===== config.mk =====
export PLATFORM = sky130hd
export DESIGN_NAME = dmem_arbiter
export DESIGN_NICKNAME = d
export VERILOG_FILES = /design/src/rtl/dmem_arbiter.sv
export SDC_FILE = /design/constraint.sdc
export NUM_CORES = 1
export LEC_CHECK = 0
export ABC_AREA = 0
export CAP_MARGIN = 20
export CORE_AREA = 2 2 228 230
export CTS_BUF_LIST = sky130_fd_sc_hd__clkbuf_4 sky130_fd_sc_hd__clkbuf_8
export DETAILED_ROUTE_END_ITERATION = 7
export DIE_AREA = 0 0 230 232
export PLACE_DENSITY = 0.6
export SETUP_SLACK_MARGIN = 0.5
export SKIP_LAST_GASP = 1
export SLEW_MARGIN = 5
export SYNTH_ARGS = -nofsm -noshare
export SYNTH_HDL_FRONTEND = slang
export SYNTH_SLANG_ARGS = --single-unit

===== constraint.sdc =====
create_clock -name clock -period 4.17 [get_ports clock]
set_input_delay 1.251 -clock clock [delete_from_list [all_inputs] [get_ports clock]]
set_output_delay 1.251 -clock clock [all_outputs]
set_load 0.01 [all_outputs]

===== src/rtl/dmem_arbiter.sv =====
// dmem_arbiter: two-port arbiter and sequencer in front of the single-port
// 64-bit data memory.
//   Port A (a_*) : pipeline MEM stage.
//   Port B (b_*) : loader / debug DMA; b_lock holds the grant across a burst.
//   mem_*        : memory side; mem_read_data is combinational from memory.
// Each port gets a combinational grant (x_gnt). A read response arrives one
// cycle later as x_rvalid/x_rdata/x_err. A word address >= WORDS is flagged
// as out of range, and no memory strobe is issued for it.
// Build option: define ARB_STARVE_EN to force a single port A grant after
// STARVE_LIMIT cycles of lockout while port B holds the lock.
module dmem_arbiter #(
  parameter int unsigned WORDS        = 8192,
  parameter int unsigned STARVE_LIMIT = 16
) (
  input  logic        clock,
  input  logic        reset_n,
  input  logic        a_req,
  input  logic        a_we,
  input  logic [63:0] a_addr,
  input  logic [63:0] a_wdata,
  output logic        a_gnt,
  output logic        a_rvalid,
  output logic [63:0] a_rdata,
  output logic        a_err,
  input  logic        b_req,
  input  logic        b_we,
  input  logic [63:0] b_addr,
  input  logic [63:0] b_wdata,
  input  logic        b_lock,
  output logic        b_gnt,
  output logic        b_rvalid,
  output logic [63:0] b_rdata,
  output logic        b_err,
  output logic [63:0] mem_address,
  output logic [63:0] mem_write_data,
  output logic        mem_write,
  output logic        mem_read,
  input  logic [63:0] mem_read_data
);

  typedef enum logic {S_RR, S_LOCK} state_t;

  state_t      state, state_next;
  logic        last_gnt;          // 1: B held the most recent grant
  logic [63:0] addr_q, wdata_q;   // hold the memory bus while idle
  logic        a_in_range, b_in_range;
  logic        force_a;

  if (STARVE_LIMIT < 1) begin : g_bad_limit
    $error("dmem_arbiter: STARVE_LIMIT must be at least 1");
  end

  assign a_in_range = (a_addr < 64'(WORDS));
  assign b_in_range = (b_addr < 64'(WORDS));

`ifdef ARB_STARVE_EN
  localparam int unsigned CW = $clog2(STARVE_LIMIT + 1);

  logic [CW-1:0] starve_cnt;
  logic          force_q;

  // Reaching LIMIT-1 arms a one-shot forced grant of A for the next cycle.
  always_ff @(posedge clock or negedge reset_n) begin
    if (!reset_n) begin
      starve_cnt <= '0;
      force_q    <= 1'b0;
    end else if (state == S_LOCK && a_req && !a_gnt) begin
      if (starve_cnt == CW'(STARVE_LIMIT - 1)) begin
        starve_cnt <= '0;
        force_q    <= 1'b1;
      end else begin
        starve_cnt <= starve_cnt + 1'b1;
        force_q    <= 1'b0;
      end
    end else begin
      starve_cnt <= '0;
      force_q    <= 1'b0;
    end
  end

  assign force_a = (state == S_LOCK) && force_q;
`else
  assign force_a = 1'b0;
`endif

  // State register
  always_ff @(posedge clock or negedge reset_n) begin
    if (!reset_n) state <= S_RR;
    else          state <= state_next;
  end

  // Next-state logic
  always_comb begin
    state_next = state;
    case (state)
      S_RR:    if (b_gnt && b_lock)     state_next = S_LOCK;
      S_LOCK:  if (!b_req || !b_lock)   state_next = S_RR;
      default: state_next = S_RR;
    endcase
  end

  // Output logic: grant selection and memory port drive
  always_comb begin
    a_gnt = 1'b0;
    b_gnt = 1'b0;
    case (state)
      S_RR: begin
        if (a_req && b_req) begin
          a_gnt = last_gnt;
          b_gnt = ~last_gnt;
        end else begin
          a_gnt = a_req;
          b_gnt = b_req;
        end
      end
      S_LOCK: begin
        if (force_a && a_req) a_gnt = 1'b1;
        else                  b_gnt = b_req;
      end
      default: ;
    endcase

    mem_address    = addr_q;
    mem_write_data = wdata_q;
    mem_write      = 1'b0;
    mem_read       = 1'b0;
    if (a_gnt) begin
      mem_address    = a_addr;
      mem_write_data = a_wdata;
      mem_write      = a_we & a_in_range;
      mem_read       = ~a_we & a_in_range;
    end else if (b_gnt) begin
      mem_address    = b_addr;
      mem_write_data = b_wdata;
      mem_write      = b_we & b_in_range;
      mem_read       = ~b_we & b_in_range;
    end
  end

  // Grant history, bus hold and registered read responses
  always_ff @(posedge clock or negedge reset_n) begin
    if (!reset_n) begin
      last_gnt <= 1'b1;
      addr_q   <= '0;
      wdata_q  <= '0;
      a_rvalid <= 1'b0;
      a_rdata  <= '0;
      a_err    <= 1'b0;
      b_rvalid <= 1'b0;
      b_rdata  <= '0;
      b_err    <= 1'b0;
    end else begin
      if (a_gnt || b_gnt) begin
        last_gnt <= b_gnt;
        addr_q   <= mem_address;
        wdata_q  <= mem_write_data;
      end
      a_rvalid <= a_gnt & ~a_we;
      if (a_gnt && !a_we) begin
        a_rdata <= a_in_range ? mem_read_data : '0;
        a_err   <= ~a_in_range;
      end
      b_rvalid <= b_gnt & ~b_we;
      if (b_gnt && !b_we) begin
        b_rdata <= b_in_range ? mem_read_data : '0;
        b_err   <= ~b_in_range;
      end
    end
  end

endmodule


After elaboration in Yosys (flattened, before gate mapping) --
Cells that the tools add are included.
Storage, ports and cells: word-level logic and storage cells 51, register bits 262, input port bits 327, output and inout bits 264
Cells by class: bitwise operators 12, reduce and logical (&&, ||, !) cells 10, multiplexer cells 17, magnitude comparators 2
Operators with widths (number):
- $mux W64 | 6
- $lt A64 B14 Y1 const B | 2
- $mux W1 | 8
- $and A1 B1 Y1 | 6
- $not A1 Y1 | 6
- $pmux W1 S2 | 3
- $logic_and A1 B1 Y1 | 4
- $logic_not A1 Y1 | 4
- $logic_or A1 B1 Y1 | 2

Logic depth before layout (Yosys ltp) --
word-level depth 6, mapped depth 9, gate-level depth less buffers 7

Worst setup path before layout --
Ideal clock, no wire load.
kind input port to output port, start point input port a_addr[20], end point output port mem_write, stages 6, path buffers 2, data arrival time 2.765 ns, required time 2.919 ns, slack 0.154 ns, cell sequence nor4_1 nand4_1 or4_1 clkbuf_1 buf_4 o32ai_1
On the way: cells in the longest elaborated chain, start to end 3
Ends and longest elaborated chain:
- start: declaration | RTL line 19 | input logic [63:0] a_addr,
- $lt A64 B14 Y1 | RTL line 53 | assign a_in_range = (a_addr < 64'(WORDS));
- $and A1 B1 Y1 | RTL line 130 | mem_write = a_we & a_in_range;
- $mux W1 | RTL line 127 | if (a_gnt) begin
- end: declaration | RTL line 36 | output logic mem_write,
No other way between the ends.

Worst setup path in the final report --
start point input port b_addr[19], end point output port mem_write
On the way: cells in the longest elaborated chain, start to end 4
Ends and longest elaborated chain:
- start: declaration | RTL line 27 | input logic [63:0] b_addr,
- $lt A64 B14 Y1 | RTL line 54 | assign b_in_range = (b_addr < 64'(WORDS));
- $and A1 B1 Y1 | RTL line 135 | mem_write = b_we & b_in_range;
- $mux W1 | RTL line 132 | end else if (b_gnt) begin
- $mux W1 | RTL line 127
No other way between the ends.

==> summary.log <==
[sta] crit path time final 4.29 ns
[cts] post-CTS clock slew at the launch and capture registers of the worst setup and hold paths 0.05 ns
[synth] Post-Synthesis Mean Instance Area 10.1 um^2
[synth] number of synthesized register bits 262
[global_route] global-route wire length before repair 82.0 mm
[worst_setup_path] required time of the critical path 2.92 ns
[sta] Worst Tran Pin Value 0.805 ns
[detailed_routing] detailed-route via count 12977
[cts] number of H-tree levels 2
[synth] proportion of netlist area held by the largest area contributor 58.0%
[synth] Seq/Total Area, Yosys 58.3%
[detailed_routing] post-DR wirelength/cell 20.7 um
[worst_hold_path] Hold Crit Class flop to flop
[worst_setup_path] cell type group with the largest total delay on the critical path buffers and inverters
[floorplanning] area enclosed by the die boundary 53400 um^2
[synth] post-synth net total 1444
[global_route] via count of the first global-routing pass 13296
[worst_setup_path] critical path class primary input to output port
[place] Port Buffer Count 590
[worst_hold_path] instance count along the most critical hold path 2
[power_and_ir_drop] power per cell area 308 nW/um^2
[sta] Setup Viol. Count Final 2
[synth] count leader, synth sky130_fd_sc_hd__nand2_1
[worst_setup_path] Largest stage delay, worst path 0.48 ns
[sta] final hold viol count 0
[cts] clock latency on the worst-skew pair 0.60 ns
[synth] cell types with the largest area share after synthesis sky130_fd_sc_hd__dfrtp_1 58%, sky130_fd_sc_hd__nand2_1 15%, sky130_fd_sc_hd__a32oi_1 10%
[final_layout] number of fill cells in the layout 4524
[place] routability cong. 0.938
[cts] Max Root-Sink Buffers 3
[worst_setup_path] depth of the most critical reg-to-reg path 13
[detailed_routing] violation count after the first detailed-routing iteration 633
[final_layout] NumNets Final 2390
[floorplanning] Horiz. Die Dim 230 um
[place] half-perimeter wire length of the detailed placement result 37.5 mm
[worst_setup_path] CP max FO 2
[detailed_routing] DRC violations left 0
[floorplanning] core footprint 50900 um^2
[sta] period utilisation layout 103%
[run_status] run status finished, violations left
[synth] synthesis warning total 0
[run_status] violations in the final reports negative setup slack
[final_layout] Syn-to-layout area delta 117%
[global_route] global-route usage over all layers 20.0%
[final_layout] layout cell share with drive strength beyond 1 41.0%
[worst_setup_path] logic depth of the worst setup path including buffers 7
[cts] clock root cell sky130_fd_sc_hd__clkbuf_8
[detailed_routing] DRT Pass-1 Iters 5
[synth] library cell with the largest summed area after synthesis sky130_fd_sc_hd__dfrtp_1
[global_route] GRT Residual Overflow 0
[worst_setup_path] endpoint kind of the worst setup timing path output port
[cts] Clock Sinks 262
[sta] tightest slew margin relative to the limit 46.3%
[sta] setup repair after global routing missed its margin yes
[cts] clock tree from TritonCTS yes
[synth] distinct cell type count after synthesis 30
[detailed_routing] wire length after detailed routing 57.5 mm
[floorplanning] effective utilization at floorplan 22.1%
[floorplanning] Die H 232 um
[synth] ranking of synthesized cells by instance count 451 x sky130_fd_sc_hd__nand2_1, 261 x sky130_fd_sc_hd__dfrtp_1, 128 x sky130_fd_sc_hd__a32oi_1
[power_and_ir_drop] Max VDD drop 180 uV
[global_route] pin count of the biggest net entering global routing 96
[synth] cells after synthesis 1117
[worst_setup_path] critical path startpoint category primary input
[flow_run] max_cap viols 0
[place] worst setup timing slack at the placement stage -1.36 ns
[synth] Post-Syn Area 11300 um^2
[detailed_routing] number of nets still failing antenna checks after routing 0
[detailed_routing] vias per cell 4.68
[worst_setup_path] Critical Path, Cell by Cell clkdlybuf4s50_1 -> nor4_2 -> buf_4 -> and4_4 -> nand4_1 -> o32ai_4 -> buf_6
[synth] count of flip-flops with a built-in enable after synthesis 0
[sta] Pins Over Slew Limit 0
[sta] hold slack 0.482 ns
[worst_setup_path] number of buffers and inverters on the critical path 3
[synth] most instantiated flip-flop cell in the synthesis netlist sky130_fd_sc_hd__dfrtp_1
[cts] clock buffer count from CTS 47
[floorplanning] I/O Pins 591
[sta] skew final 0.0185 ns
[sta] least setup slack across all paths after layout -0.116 ns
[power_and_ir_drop] Leak Pwr 11.3 nW
[synth] proportion of register bits with asynchronous set or reset after synthesis 100%
[floorplanning] FP Rows 83
[worst_setup_path] cell type of the slowest stage on the worst timing path sky130_fd_sc_hd__clkdlybuf4s50_1
[worst_setup_path] Worst Path Arrival 3.03 ns
[sta] highest clock rate 233 MHz
[final_layout] fraction of the core area covered by cells at the end of the flow 48.1%
[global_route] initial antenna violation count 5
-- state kept, by name (all words and copies together) (netlist names), 64 cells and up --
register / count
a_rdata: 64
addr_q: 64
b_rdata: 64
wdata_q: 64
-- tightest hold or removal path, cell delays in order, from the launching register on --
cell and delay, ns:
sky130_fd_sc_hd__dfrtp_1 0.33, sky130_fd_sc_hd__a32oi_2 0.06, sky130_fd_sc_hd__nand2_1 0.06
-- path summary, 6_finish.rpt --
kind	startpoint	to	slack, ns
setup / recovery	b_addr[19]	mem_write	-0.12
hold / removal	wdata_q[18]	wdata_q[18]	0.48
setup reg to reg	last_gnt	a_rdata[61]	1.16
hold reg to reg	wdata_q[18]	wdata_q[18]	0.48
max in group asynchronous	reset_n	wdata_q[37]	2.61
min in group asynchronous	reset_n	b_rdata[34]	0.70
-- cells by family after synthesis --
| group | count (synthesis) | synth area share [%] |
|---|---|---|
| mux | 1 | 0.100 |
| compound gates | 263 | 20.4 |
| flops | 262 | 58.3 |
| buf+inv | 99 | 3.90 |
| simple gates | 492 | 17.4 |
-- layout make-up --
class                           count  area, um^2  area share (%)
Clock buffer                       69         862            3.52
Clock inverter                      6        38.8           0.159
Tap cell                          680         851            3.48
Sequential cell                   262        6560            26.8
Timing Repair Buffer              989       10100            41.1
Inverter                            7        38.8           0.159
Multi-Input combinational cell    756        6050            24.7
Antenna cell                        3        7.51          0.0307
-- per-stage QoR --
stage	cell area, um^2	instances	TNS, ns	total power [mW]
final	24500	2772	-0.142	7.54
after global routing	24500	2771	-0.353	7.88
after CTS	22700	2697	-0.385	7.28
after detailed placement	19600	2522	-69.75	4.47
after global placement	19600	2522	-64.25	4.46
after floorplan	11300	1117	0	3.31
-- what timing repair did --
item | 4_1_cts | 5_1_grt
hold buffers | 0 | 0
pin swaps | 113 | 154
setup buffers | 77 | 70
gates cloned | 23 | 2
setup endpoints to repair | 133 | 132
resized for setup | 650 | 447
-- routing by layer --
layer | vias to the layer above | track usage [%] | wire [um]
li1 | 5966 | - | -
met1 | 6334 | 24.8 | 23700
met2 | 563 | 33.4 | 27700
met3 | 110 | 5.66 | 4120
met4 | 4 | 6.94 | 1850
met5 | - | 0 | 30
-- cells in the final DEF, fill, tap and decap left out, types with 3 or more instances in the layout --
cell                              count
sky130_fd_sc_hd__clkbuf_2            28
sky130_fd_sc_hd__a22o_1              64
sky130_fd_sc_hd__dfrtp_1            261
sky130_fd_sc_hd__nand2_4             22
sky130_fd_sc_hd__clkdlybuf4s50_1    396
sky130_fd_sc_hd__diode_2              3
sky130_fd_sc_hd__clkbuf_4            14
sky130_fd_sc_hd__a32oi_4             28
sky130_fd_sc_hd__a21oi_1              3
sky130_fd_sc_hd__buf_6              113
sky130_fd_sc_hd__nand4_1              3
sky130_fd_sc_hd__buf_4              259
sky130_fd_sc_hd__a32oi_1              3
sky130_fd_sc_hd__dlygate4sd2_1       30
sky130_fd_sc_hd__clkbuf_8            55
sky130_fd_sc_hd__clkdlybuf4s15_1      6
sky130_fd_sc_hd__buf_16              28
sky130_fd_sc_hd__nor4_4               5
sky130_fd_sc_hd__buf_2               52
sky130_fd_sc_hd__inv_1                4
sky130_fd_sc_hd__nand2_1            375
sky130_fd_sc_hd__dlymetal6s2s_1      11
sky130_fd_sc_hd__nand2_2             54
sky130_fd_sc_hd__clkinv_2             3
sky130_fd_sc_hd__nor4_1               6
sky130_fd_sc_hd__or4_4                3
sky130_fd_sc_hd__buf_8               14
sky130_fd_sc_hd__buf_12              48
sky130_fd_sc_hd__a32oi_2             97
sky130_fd_sc_hd__nor4_2              11
sky130_fd_sc_hd__o2bb2ai_1           64
-- report_power, final --
part / internal (mW) / total (mW) / switching, mW / leakage (nW)
sequential: 2.71 / 2.81 / 0.0951 / 3.43
combinational: 1.27 / 2.31 / 1.04 / 7.41
clock: 1.31 / 2.42 / 1.11 / 0.476
No activity file was read; power rests on OpenSTA's default activity.
